File: src/rtl/imem_loader.sv
// Boot-time instruction memory loader: receives a length-prefixed, XOR-checksummed
// byte stream, writes 16-bit words into instruction memory and releases the core's reset.
module imem_loader #(
    parameter int HOLD_CYCLES = 4
) (
    input  logic        clk,
    input  logic        rst,
    input  logic        start,
    input  logic        in_valid,
    input  logic [7:0]  in_data,
    output logic        in_ready,
    output logic        im_wr_en,
    output logic [7:0]  im_addr,
    output logic [15:0] im_wr_data,
    output logic        cpu_rst,
    output logic        busy,
    output logic        done,
    output logic        err,
    output logic [3:0]  dbg_state
);

    // Handshake: a byte moves only on a rising edge where in_valid && in_ready;
    // in_ready depends on state alone, so the source may react to it combinationally.

    localparam logic [3:0] S_IDLE  = 4'd0;
    localparam logic [3:0] S_LEN   = 4'd1;
    localparam logic [3:0] S_HI    = 4'd2;
    localparam logic [3:0] S_LO    = 4'd3;
    localparam logic [3:0] S_WRITE = 4'd4;
    localparam logic [3:0] S_CSUM  = 4'd5;
    localparam logic [3:0] S_HOLD  = 4'd6;
    localparam logic [3:0] S_DONE  = 4'd7;
    localparam logic [3:0] S_ERR   = 4'd8;

    // HOLD always lasts at least one cycle, even with HOLD_CYCLES of zero.
    localparam logic [15:0] HOLD_LAST = (HOLD_CYCLES > 1) ? 16'(HOLD_CYCLES - 1) : 16'd0;

    logic [3:0]  state;
    logic [8:0]  words_left;
    logic [7:0]  csum;
    logic [15:0] hold_cnt;
    logic        accept;

    assign in_ready  = (state == S_LEN) || (state == S_HI) ||
                       (state == S_LO)  || (state == S_CSUM);
    assign accept    = in_valid && in_ready;
    assign im_wr_en  = (state == S_WRITE);
    assign cpu_rst   = (state == S_DONE);
    assign done      = (state == S_DONE);
    assign err       = (state == S_ERR);
    assign busy      = !((state == S_IDLE) || (state == S_DONE) || (state == S_ERR));
    assign dbg_state = state;

    always_ff @(posedge clk) begin
        if (!rst) begin
            state      <= S_IDLE;
            words_left <= 9'd0;
            csum       <= 8'd0;
            hold_cnt   <= 16'd0;
            im_addr    <= 8'd0;
            im_wr_data <= 16'd0;
        end else begin
            case (state)
                S_IDLE, S_DONE, S_ERR: begin
                    if (start) begin
                        state      <= S_LEN;
                        im_addr    <= 8'd0;
                        words_left <= 9'd0;
                        csum       <= 8'd0;
                    end
                end
                S_LEN: begin
                    if (accept) begin
                        // A length byte of zero stands for a full 256-word image.
                        words_left <= (in_data == 8'd0) ? 9'd256 : {1'b0, in_data};
                        state      <= S_HI;
                    end
                end
                S_HI: begin
                    if (accept) begin
                        im_wr_data[15:8] <= in_data;
                        csum             <= csum ^ in_data;
                        state            <= S_LO;
                    end
                end
                S_LO: begin
                    if (accept) begin
                        im_wr_data[7:0] <= in_data;
                        csum            <= csum ^ in_data;
                        state           <= S_WRITE;
                    end
                end
                S_WRITE: begin
                    im_addr    <= im_addr + 8'd1;
                    words_left <= words_left - 9'd1;
                    state      <= (words_left == 9'd1) ? S_CSUM : S_HI;
                end
                S_CSUM: begin
                    if (accept) begin
                        hold_cnt <= 16'd0;
                        state    <= (in_data == csum) ? S_HOLD : S_ERR;
                    end
                end
                S_HOLD: begin
                    if (hold_cnt == HOLD_LAST) begin
                        state <= S_DONE;
                    end else begin
                        hold_cnt <= hold_cnt + 16'd1;
                    end
                end
                default: state <= S_IDLE;
            endcase
        end
    end

endmodule

File: config.mk
export PLATFORM = sky130hd
export DESIGN_NAME = imem_loader
export DESIGN_NICKNAME = d
export VERILOG_FILES = /design/src/rtl/imem_loader.sv
export SDC_FILE = /design/constraint.sdc
export NUM_CORES = 1
export LEC_CHECK = 0
export CAP_MARGIN = 20
export CORE_UTILIZATION = 37
export CTS_CLUSTER_DIAMETER = 50
export DETAILED_ROUTE_END_ITERATION = 8
export HOLD_SLACK_MARGIN = 0.05
export SLEW_MARGIN = 25
export SYNTH_ARGS = -nofsm -noshare
export SYNTH_HDL_FRONTEND = slang
export SYNTH_SLANG_ARGS = --single-unit
File: constraint.sdc
create_clock -name clk -period 3.08 [get_ports clk]
set_clock_uncertainty 0.05 [all_clocks]
set_input_delay 0.616 -clock clk [delete_from_list [all_inputs] [get_ports clk]]
set_output_delay 0.616 -clock clk [all_outputs]
set_load 0.1 [all_outputs]
==> metrics.txt, run 1 <==
met3 routed wirelength 395 um; number of diodes added for antenna fixing 0; Setup crit start kind flop; share of power burned in the clock network roughly 23%; Highest Clock Rate about 360 MHz; y dimension of the die between 90 and 100 um; x dimension of the die between 90 and 100 um; Max Used Layer met4; Filler cells 866; initial antenna violation count 0; endpoint kind of the worst setup timing path primary output; Post-Route M1 WL between 3000 and 4000 um; number of synthesized register bits between 60 and 70; Total Die Area 0.009043 sq mm; number of sinks driven by the clock tree 61; switching power about 0.0012 W; total negative slack 0 ps; gp weighted congestion 0.8757; io pins 46; Yosys top cell by area sky130_fd_sc_hd__dfxtp_1; number of rows created at floorplan 33; summed instance area of the synthesized netlist 0.003207 sq mm; area of the core between 0.008 and 0.009 sq mm; number of buffers on the longest clock path 2; crit share post-route roughly 89%; non-filler cells, final 545; arrival time at the worst endpoint between 2000 and 2500 ps; Syn. warnings 0; leakage component of the power around 1.4 nW; share of the yosys chip area belonging to registers a little under two fifths; number of nets in the synthesized netlist roughly 420; pin count of the biggest net entering global routing 27; Worst-path clk slew roughly 70 ps; Resized cells post-CTS 0; min cycle time layout between 2000 and 3000 ps; worst setup path class flop to primary output; depth of the CTS H-tree 3; worst max-slew margin expressed relative to the limit 43.70%; most frequently used flop master after synthesis sky130_fd_sc_hd__dfxtp_1; relative contribution of sequential cells to total power roughly 35%; number of vias after detailed routing just over 3000; clock tree from TritonCTS done; instance area at placement approximately 0.0037 sq mm; Congestion Overflow GR 0; share of final-layout standard cells stronger than drive strength 1 around 17%; initial drt markers 118; FF/Latch Area approximately 0.0012 sq mm; detailed-router iteration count before antenna repair 4; aggregate routed wire length about 8500 um; Num CTS Buffers 9; number of enable flip-flop cells after synthesis 0; Worst Hold Class flop to flop; endpoints failing hold 0; total met2 wirelength after detailed routing 3958 um; final std cell area, no fill a little under 0.004 sq mm; share of the synthesized area in the top cell type a little under two fifths; DP Wirelength just under 6000 um; max_cap viols 0; mean instance size in the synthesized netlist 7.997 sq um; areal power density over the cells 710.5 mW/mm^2; VDD IR-drop max approximately 0.34 mV; ranking of synthesized cells by area sky130_fd_sc_hd__dfxtp_1, sky130_fd_sc_hd__a21oi_1, sky130_fd_sc_hd__nor2_1; post-DR vias/cell about 5.6; net total in the final layout roughly 450; post-CTS repair timing setup buffer count 0; count of mapped cells out of synthesis 401; global-route wire length before repair between 10000 and 15000 um; fraction of registers with async set/reset 0%; # port buffers 45; multi-input combinational cell area roughly 0.0018 sq mm; combinational power share a little over two fifths; count of final setup violators 0; worst skew pair latency 340 ps; Total GRT Usage 19.91%; via count of the first global-routing pass 2836; Wirelength per Cell 15.54 um; remaining antenna violation count after routing 0; run status finished, final reports clean; fraction of power spent switching nets between 40% and 50%; initial core utilization between 30 and 40%; Slew Limit Fails 0; transition time of the tightest slew-check pin roughly 840 ps; number of remaining DRC errors 0; Clock Root Buffer sky130_fd_sc_hd__clkbuf_8; cts hold-fix bufs 0; placed cell count 531; worst-path maximum fanout 19; CP Data Required Time ~2400 ps; Netlist cell types a little over 60; RSZ-0062 raised after global routing false; internal power contribution between 0.0015 and 0.002 W; Synth-to-Final Area Change 19.86%
-- state kept, by name (all words and copies together) (netlist names) --
name	flops
dbg_state	4
words_left	9
csum	8
im_wr_data	16
im_addr	8
hold_cnt	16
-- final timing paths --
path	cells after the start	endpoint	from	slack [ps]
max reg2reg	5	im_wr_data[0]$_SDFFE_PN0P_	dbg_state[1]$_SDFFE_PN0P_	650
min reg2reg	2	im_wr_data[4]$_SDFFE_PN0P_	im_wr_data[4]$_SDFFE_PN0P_	420
min	2	im_wr_data[4]$_SDFFE_PN0P_	im_wr_data[4]$_SDFFE_PN0P_	420
max	3	err	dbg_state[1]$_SDFFE_PN0P_	340
-- metal layers --
metal,track usage [%],up-vias
met5,0,-
met1,25.54,1448
met2,31.90,63
met3,4.944,15
li1,-,1517
met4,7.828,0
-- layout make-up --
type,count,share of cell area [%]
multi-input cells,298,47.07
flip-flops and latches,61,31.80
repair buffers,55,12.11
clock buffers,12,4.036
well taps,105,3.418
inverters,12,1.302
clock inverters,2,0.2604
-- worst max-delay path: stages (launching register included) --
cell and delay [ps]:
sky130_fd_sc_hd__dfxtp_1 500, sky130_fd_sc_hd__nor3_1 770, sky130_fd_sc_hd__and2_1 280, sky130_fd_sc_hd__buf_12 180
-- stage by stage --
stage | power, W | hold slack (ps) | utilization [%] | worst slack, ps
6_report | 0.002731 | 416.8 | 46.31 | 336.2
5_1_grt | 0.002887 | 448.7 | 46.31 | 233.6
4_1_cts | 0.002753 | 421.8 | 46.31 | 355.6
3_5_place_dp | 0.002108 | 406.3 | 44.32 | 462.5
3_3_place_gp | 0.002103 | 397.9 | 44.32 | 577.1
2_1_floorplan | 0.001863 | 407.6 | - | 68.64
-- kinds of logic after synthesis --
group	share of synthesized area (%)
muxes	2.809
DFF	38.08
buffers and inverters	6.008
xor gates and xnor gates	3.004
adders and majority gates	1.561
AOI/OAI and AO/OA	19.35
and+or+nand+nor	29.19
-- synth_stat cells (7+ instances only) --
master                     number
sky130_fd_sc_hd__nor2_1        39
sky130_fd_sc_hd__inv_1         10
sky130_fd_sc_hd__xor2_1         7
sky130_fd_sc_hd__nand2_1       31
sky130_fd_sc_hd__clkbuf_1      19
sky130_fd_sc_hd__nand3_1       24
sky130_fd_sc_hd__nand3b_1       7
sky130_fd_sc_hd__mux2i_1        9
sky130_fd_sc_hd__dfxtp_1       61
sky130_fd_sc_hd__nor4_1         8
sky130_fd_sc_hd__o21ai_0       29
sky130_fd_sc_hd__a21oi_1       43
sky130_fd_sc_hd__nand4_1       13
-- cells in the final DEF, fill, tap and decap left out, types with 9 or more instances in the layout --
cell type	netlist	final
sky130_fd_sc_hd__buf_4	2	42
sky130_fd_sc_hd__o21ai_0	29	29
sky130_fd_sc_hd__mux2i_1	9	9
sky130_fd_sc_hd__dfxtp_1	61	60
sky130_fd_sc_hd__clkdlybuf4s50_1	0	11
sky130_fd_sc_hd__inv_1	10	10
sky130_fd_sc_hd__nand2_1	31	31
sky130_fd_sc_hd__nand3_1	24	24
sky130_fd_sc_hd__nor2_1	39	37
sky130_fd_sc_hd__clkbuf_8	0	11
sky130_fd_sc_hd__nand4_1	13	13
sky130_fd_sc_hd__a21oi_1	43	43
-- power by group through the flow --
| stage | registers (W) | logic [W] | clock network (W) |
|---|---|---|---|
| after floorplan | 0.00111 | 0.000749 | 0 |
| after global placement | 0.000956 | 0.00115 | 0 |
| after detailed placement | 0.000958 | 0.00115 | 0 |
| after CTS | 0.000941 | 0.00115 | 0.000658 |
| after global routing | 0.000952 | 0.00124 | 0.000693 |
| final | 0.000943 | 0.00116 | 0.000633 |
No activity file was read; power rests on OpenSTA's default activity.
==> run 2: changes to the inputs <==
ABC_AREA = 1   (was default)
PLACE_DENSITY = 0.69   (was default)
==> run 2 against run 1 <==
  * Routed wire length is 1.2% higher
  * Clock power up 26%
  * Total power grew 13%
  * Sequential power shrank 2%
  * Flip-flop and latch count unchanged
  * Largest power group unchanged
  * Sequential share of layout area fell by 1.4 points
  * Worst setup slack improved by 370 ps
  * Combinational power up 18%
  * Cell area up 4.4%
  * Synthesized area is 5.0% higher
  * Non-clock buffer count decreased by 9
  * Largest cell class unchanged
  * Fmax grew 15%
==> metrics.txt, run 2 <==
endpoints failing hold 0 (unchanged); Filler cells 899 (was 866); post-synthesis mux area share 0% (was 2.809%); detailed-router iteration count before antenna repair 4 (unchanged); global-route wire length before repair 14430 um (was 13900 um); Slew Limit Fails 0 (unchanged); worst-path maximum fanout 14 (was 19); Netlist cell types 36 (was 62); share of the synthesized area in the top cell type 36.27% (was 38.08%); met1 usage 23.96% (was 25.54%); Setup crit start kind flop (unchanged); cts hold-fix bufs 0 (unchanged); R2R setup slack 940 ps (was 650 ps); clock tree from TritonCTS done (unchanged); min cycle time layout 2376 ps (was 2744 ps); number of remaining DRC errors 0 (unchanged); number of synthesized register bits 61 (unchanged); fraction of registers with async set/reset 0% (unchanged); net total in the final layout 559 (was 453); master of the slowest instance on the critical path sky130_fd_sc_hd__dfxtp_1 (was sky130_fd_sc_hd__nor3_1); critical hold path startpoint csum[3]$_SDFFE_PN0P_ (was im_wr_data[4]$_SDFFE_PN0P_); VDD IR-drop max 0.5113 mV (was 0.3411 mV); number of cells on the worst reg-to-reg path 9 (was 5); aggregate routed wire length 8567 um (was 8469 um); multi-input combinational cell area 0.001848 sq mm (was 0.001809 sq mm); pin count of the biggest net entering global routing 33 (was 27); main combinational cell family by area after synthesis simple AND/OR/NAND/NOR gates (unchanged); number of vias after detailed routing 3351 (was 3043); Synth-to-Final Area Change 19.18% (was 19.86%); ordered cell list for the critical path inv_1 > nand2_2 > nor2_4 > buf_4 (was nor3_1 > and2_1 > buf_12); share of synthesized cell area in and, or, nand and nor gates 33.00% (was 29.18%); worst setup path class flop to primary output (unchanged); R2R Path End hold_cnt[9]$_SDFFE_PN0P_ (was im_wr_data[0]$_SDFFE_PN0P_); most frequent cell after synthesis sky130_fd_sc_hd__nand2_1 (was sky130_fd_sc_hd__dfxtp_1); number of diodes added for antenna fixing 0 (unchanged); run status finished, final reports clean (unchanged); areal power density over the cells 770.3 mW/mm^2 (was 710.5 mW/mm^2); initial core utilization 38.42% (was 38.64%); depth of the CTS H-tree 3 (unchanged); number of rows created at floorplan 34 (was 33); met3 Track Usage GR 5.036% (was 4.944%); commonest cells after routing, fill and taps aside sky130_fd_sc_hd__nand2_1, sky130_fd_sc_hd__nor2_1, sky130_fd_sc_hd__dfxtp_1, sky130_fd_sc_hd__inv_1, sky130_fd_sc_hd__a21oi_1 (was sky130_fd_sc_hd__dfxtp_1, sky130_fd_sc_hd__a21oi_1, sky130_fd_sc_hd__buf_4, sky130_fd_sc_hd__nor2_1, sky130_fd_sc_hd__nand2_1); initial antenna violation count 0 (unchanged); count of mapped cells out of synthesis 500 (was 401); FF/Latch Area 0.001221 sq mm (was 0.001222 sq mm); via count of the first global-routing pass 3062 (was 2836); placed cell count 640 (was 531); CP peak stage delay 360 ps (was 770 ps); leading registers by flop count hold_cnt: 16 flops, im_wr_data: 16 flops, words_left: 9 flops (unchanged); endpoint kind of the worst setup timing path primary output (unchanged); worst skew pair latency 350 ps (was 340 ps); CP Data Required Time 2410 ps (about the same); x dimension of the die 97.40 um (was 95.10 um); Clock Root Buffer sky130_fd_sc_hd__clkbuf_8 (unchanged); Yosys top cell by area sky130_fd_sc_hd__dfxtp_1 (unchanged); # port buffers 45 (unchanged); number of nets in the synthesized netlist 516 (was 417); transition time of the tightest slew-check pin 771.4 ps (was 838.1 ps); summed instance area of the synthesized netlist 0.003367 sq mm (was 0.003207 sq mm); initial drt markers 125 (was 118); Resized cells post-CTS 0 (unchanged); Congestion Overflow GR 0 (unchanged); gp weighted congestion 0.9045 (was 0.8757); beginning of the worst register-to-register path dbg_state[1]$_SDFFE_PN0P_ (unchanged); number of enable flip-flop cells after synthesis 0 (unchanged); number of sinks driven by the clock tree 61 (unchanged); crit share post-route 77.15% (was 89.09%); worst hold path depth 2 (unchanged); RSZ-0062 raised after global routing false (unchanged); Total Die Area 0.009486 sq mm (was 0.009043 sq mm); compound-cell area share of the yosys netlist 18.54% (was 19.35%); synthesized-area fraction occupied by adder cells 1.486% (was 1.561%); Synth Area in XOR/XNOR 1.561% (was 3.004%); Post-Route Utilization 45.79% (was 46.31%); area of the core 0.008763 sq mm (was 0.008299 sq mm); cell types with the highest counts after synthesis sky130_fd_sc_hd__nand2_1, sky130_fd_sc_hd__nor2_1, sky130_fd_sc_hd__dfxtp_1, sky130_fd_sc_hd__a21oi_1, sky130_fd_sc_hd__inv_1 (was sky130_fd_sc_hd__dfxtp_1, sky130_fd_sc_hd__a21oi_1, sky130_fd_sc_hd__nor2_1, sky130_fd_sc_hd__nand2_1, sky130_fd_sc_hd__o21ai_0); leakage component of the power 1.708 nW (was 1.373 nW); remaining antenna violation count after routing 0 (unchanged); io pins 46 (unchanged); ranking of synthesized cells by area sky130_fd_sc_hd__dfxtp_1, sky130_fd_sc_hd__nand2_1, sky130_fd_sc_hd__a21oi_1 (was sky130_fd_sc_hd__dfxtp_1, sky130_fd_sc_hd__a21oi_1, sky130_fd_sc_hd__nor2_1); share of final-layout standard cells stronger than drive strength 1 16.42% (was 16.59%); Num CTS Buffers 9 (unchanged); most frequently used flop master after synthesis sky130_fd_sc_hd__dfxtp_1 (unchanged); Worst Hold Class flop to flop (unchanged); worst min-delay path endpoint csum[3]$_SDFFE_PN0P_ (was im_wr_data[4]$_SDFFE_PN0P_); Worst-path clk slew 70 ps (about the same); Syn. warnings 0 (unchanged); GRT met2 Usage 30.66% (was 31.90%); mean instance size in the synthesized netlist 6.734 sq um (was 7.997 sq um); Wirelength per Cell 13.06 um (was 15.54 um); share of the yosys chip area belonging to registers 36.27% (was 38.08%); sum of buffers and inverters on the critical path 2 (was 1); DP Wirelength 6095 um (was 5845 um); post-DR vias/cell 5.108 (was 5.583); arrival time at the worst endpoint 1710 ps (was 2080 ps); number of buffers on the longest clock path 2 (unchanged); max_cap viols 0 (unchanged); total negative slack 0 ps (unchanged); post-CTS repair timing setup buffer count 0 (unchanged); most heavily used metal layer in global routing met2 (unchanged); y dimension of the die 97.40 um (was 95.10 um); Highest Clock Rate 420.8 MHz (was 364.5 MHz); worst max-slew margin expressed relative to the limit 48.52% (was 43.70%); most frequent standard cell in the layout excluding fill and tap cells sky130_fd_sc_hd__nand2_1 (was sky130_fd_sc_hd__dfxtp_1); count of final setup violators 0 (unchanged); CP top delay family buffers and inverters (was simple AND/OR/NAND/NOR gates); non-filler cells, final 656 (was 545); Total GRT Usage 18.77% (was 19.91%)
[run 2: cell count changes in the layout (fill, tap and decap cells not counted), sizes merged, moves of 6 or more]
cell    before  now
nand3b       7    0
nor4         8    0
or3          6    0
mux2i        9    0
nand2       31  119
a21oi       44   55
and2         6    0
buf         44   35
inv         10   59
nor2        41   70
o21ai       29   39
nand3       25   39
[run 2: metal layers]
| metal | part of all wire, % | wire length, um | up-vias |
|---|---|---|---|
| li1 | - | - | 1722 |
| met1 | 47 | 4045 | 1532 |
| met2 | 46 | 3955 | 86 |
| met3 | 5.3 | 455 | 11 |
| met4 | 1.3 | 110 | 0 |
| met5 | 0 | 0 | - |
[run 2: final cells by class]
| type | count | area share (%) |
|---|---|---|
| multi-input combinational | 366 | 46.06 |
| sequential | 61 | 30.43 |
| timing repair buffer | 46 | 9.292 |
| inverter | 59 | 5.519 |
| tap | 108 | 3.368 |
| clock buffer | 9 | 3.087 |
| clock inverter | 7 | 2.245 |
[run 2: cell families (layout without fill, tap and decap cells)]
kind of cell,count (synthesis),after routing
and+or+nand+nor,246,246
AOI/OAI and AO/OA,110,110
buffers and inverters,73,121
DFF,61,61
xor gates and xnor gates,6,6
adders and majority gates,4,4
[run 2: report_power, final]
group / total [W] / switching (W) / internal [W]
sequential: 0.000924 / 0.0000622 / 0.000862
clock: 0.000795 / 0.000344 / 0.000451
combinational: 0.00137 / 0.00102 / 0.000352
total: 0.00309 / 0.00143 / 0.00166
[run 2: per-stage QoR]
stage               hold slack, ps  power (W)  area [sq um]  worst slack [ps]
finish                       430.5   0.003091          4013             703.7
global placement             415.2   0.002288          3799             958.5
detailed placement           422.1   0.002311          3799             887.8
CTS                          432.1   0.003112          4013             670.2
global route                 446.3   0.003273          4013             598.4
floorplan                    402.8   0.002061          3377             143.2
[run 2: worst max-delay path by stage]
| stage | from | endpoint | slack, ps | cells after the start |
|---|---|---|---|---|
| floorplan | dbg_state[1]$_SDFFE_PN0P_ | done | 140 | 3 |
| global placement | rst | hold_cnt[4]$_SDFFE_PN0P_ | 960 | 6 |
| detailed placement | in_valid | im_wr_data[6]$_SDFFE_PN0P_ | 890 | 5 |
| CTS | dbg_state[3]$_SDFFE_PN0P_ | im_wr_en | 670 | 4 |
| global route | dbg_state[3]$_SDFFE_PN0P_ | im_wr_en | 600 | 4 |
| finish | dbg_state[3]$_SDFFE_PN0P_ | im_wr_en | 700 | 4 |
[run 2: worst reg2reg max path: stages, from the launching register on]
cell	delay, ps
sky130_fd_sc_hd__dfxtp_1	450
sky130_fd_sc_hd__inv_2	110
sky130_fd_sc_hd__nor2_1	180
sky130_fd_sc_hd__inv_1	70
sky130_fd_sc_hd__nor2_2	370
sky130_fd_sc_hd__nand2_1	190
sky130_fd_sc_hd__nand2_1	300
sky130_fd_sc_hd__nand3_1	150
sky130_fd_sc_hd__nor2_1	120
sky130_fd_sc_hd__nor2_1	50
==> run 3: changes to the inputs <==
clock period = 2.3 ns   (was 3.08 ns; I/O delays follow)
==> run 3 against run 2 <==
  * Flip-flop and latch count unchanged
  * Worst setup slack got worse by 450 ps
  * Core utilization increased by 1.4 points
  * Die area unchanged
  * Clock-buffer cell count unchanged
  * Worst hold slack got worse by 2.5 ps
  * Critical path depth increased by 1
==> metrics.txt, run 3 (synthesized netlist as in run 2, its figures left out) <==
worst-path maximum fanout 13 (was 14); crit share post-route 88.93%; RSZ-0062 raised after global routing false (unchanged); Total Die Area 0.009486 sq mm (unchanged); worst skew pair latency 340 ps (was 350 ps); initial drt markers 127 (was 125); Wirelength per Cell 12.86 um (was 13.06 um); via count of the first global-routing pass 3095 (was 3062); x dimension of the die 97.40 um (unchanged); number of vias after detailed routing 3349 (was 3351); Worst-path clk slew 80 ps (was 70 ps); beginning of the worst register-to-register path dbg_state[1]$_SDFFE_PN0P_ (unchanged); number of sinks driven by the clock tree 61 (unchanged); initial antenna violation count 0 (unchanged); number of diodes added for antenna fixing 0 (unchanged); Clock Root Buffer sky130_fd_sc_hd__clkbuf_8 (unchanged); areal power density over the cells 1036 mW/mm^2 (was 770.3 mW/mm^2); leading registers by flop count hold_cnt: 16 flops, im_wr_data: 16 flops, words_left: 9 flops (unchanged); global-route wire length before repair 14070 um (was 14430 um); worst min-delay path endpoint csum[0]$_SDFFE_PN0P_ (was csum[3]$_SDFFE_PN0P_); commonest cells after routing, fill and taps aside sky130_fd_sc_hd__nand2_1, sky130_fd_sc_hd__nor2_1, sky130_fd_sc_hd__dfxtp_1, sky130_fd_sc_hd__inv_1, sky130_fd_sc_hd__a21oi_1 (unchanged); worst hold path depth 2 (unchanged); area of the core 0.008763 sq mm (unchanged); Num CTS Buffers 9 (unchanged); clock tree from TritonCTS done (unchanged); pin count of the biggest net entering global routing 26 (was 33); number of remaining DRC errors 0 (unchanged); remaining antenna violation count after routing 0 (unchanged); Total GRT Usage 18.16% (was 18.77%); crit path setup slack, layout 254.6 ps (was 703.7 ps); Slew Limit Fails 0 (unchanged); endpoints failing hold 0 (unchanged); Highest Clock Rate roughly 500 MHz; y dimension of the die 97.40 um (unchanged); depth of the CTS H-tree 3 (unchanged); worst setup path class flop to primary output (unchanged); post-CTS repair timing setup buffer count 0 (unchanged); detailed-router iteration count before antenna repair 4 (unchanged); post-DR vias/cell 5.074 (was 5.108); io pins 46 (unchanged); Worst Hold Class flop to flop (unchanged); transition time of the tightest slew-check pin 601.6 ps (was 771.4 ps); CP Data Required Time 1790 ps (was 2410 ps); critical hold path startpoint csum[0]$_SDFFE_PN0P_ (was csum[3]$_SDFFE_PN0P_); Setup crit start kind flop (unchanged); R2R setup slack 420 ps (was 940 ps); gp weighted congestion 0.8762 (was 0.9045); most frequent standard cell in the layout excluding fill and tap cells sky130_fd_sc_hd__nand2_1 (unchanged); leakage component of the power 1.755 nW (was 1.708 nW); share of final-layout standard cells stronger than drive strength 1 17.75% (was 16.42%); run status finished, final reports clean (unchanged); net total in the final layout 563 (was 559); R2R Path End hold_cnt[9]$_SDFFE_PN0P_ (unchanged); Synth-to-Final Area Change 22.85% (was 19.18%); VDD IR-drop max 0.7341 mV (was 0.5113 mV); endpoint kind of the worst setup timing path primary output (unchanged); arrival time at the worst endpoint 1540 ps (was 1710 ps); number of cells on the worst reg-to-reg path 10 (was 9); initial core utilization 38.42% (unchanged); number of rows created at floorplan 34 (unchanged); max_cap viols 0 (unchanged); worst hold margin 428.0 ps (was 430.5 ps); aggregate routed wire length 8487 um (was 8567 um); # port buffers 45 (unchanged); count of final setup violators 0 (unchanged); DP Wirelength 6194 um (was 6095 um); worst max-slew margin expressed relative to the limit 59.76% (was 48.52%); Congestion Overflow GR 0 (unchanged); DP Worst Slack 247.2 ps (was 887.8 ps); Resized cells post-CTS 0 (unchanged); number of buffers on the longest clock path 2 (unchanged); cts hold-fix bufs 0 (unchanged); min cycle time layout just over 2000 ps
## run 3: routing by layer
layer,vias up,routed length [um],global-route usage (%)
li1,1735,-,-
met1,1535,4135,23.31
met2,69,3939,30.55
met3,10,299,3.669
met4,0,113,5.543
met5,-,0,0
## run 3: worst max path at each step
stage / start / endpoint / slack, ps / cells past startpoint
2_1_floorplan: dbg_state[0]$_SDFFE_PN0P_ / done / -80 / 3
3_3_place_gp: in_valid / im_wr_data[3]$_SDFFE_PN0P_ / 310 / 5
3_5_place_dp: in_valid / im_wr_data[3]$_SDFFE_PN0P_ / 250 / 5
4_1_cts: dbg_state[3]$_SDFFE_PN0P_ / im_wr_en / 230 / 5
5_1_grt: dbg_state[3]$_SDFFE_PN0P_ / im_wr_en / 170 / 5
6_report: dbg_state[3]$_SDFFE_PN0P_ / im_wr_en / 250 / 5
## run 3: layout make-up
cell class	instances	area, sq um
timing repair buffer	50	478.0
multi-input combinational	366	1853
clock inverter	7	98.84
inverter	59	221.5
sequential	61	1226
tap	108	135.1
clock buffer	9	123.9
fill	879	4627
## run 3: power breakdown
| group | internal, W | switching, W |
|---|---|---|
| Combinational | 0.000557 | 0.00139 |
| Clock | 0.000616 | 0.000477 |
| Sequential | 0.00116 | 0.0000823 |
| Total | 0.00233 | 0.00195 |
## run 3: worst max-delay path, cell delays in order, from the launching register on
cell,delay (ps)
sky130_fd_sc_hd__dfxtp_2,350
sky130_fd_sc_hd__inv_1,140
sky130_fd_sc_hd__nand2_2,150
sky130_fd_sc_hd__nor2_4,150
sky130_fd_sc_hd__buf_4,210
sky130_fd_sc_hd__buf_12,190
## run 3: metrics by stage
stage | instance area (sq um) | total power [W] | util, % | instances | setup TNS, ps
finish | 4136 | 0.004285 | 47.20 | 660 | 0
global route | 4136 | 0.004529 | 47.20 | 660 | 0
CTS | 4136 | 0.004306 | 47.20 | 660 | 0
detailed placement | 3914 | 0.003207 | 44.66 | 644 | 0
global placement | 3914 | 0.003177 | 44.66 | 644 | 0
floorplan | 3387 | 0.002775 | - | 500 | -80.57
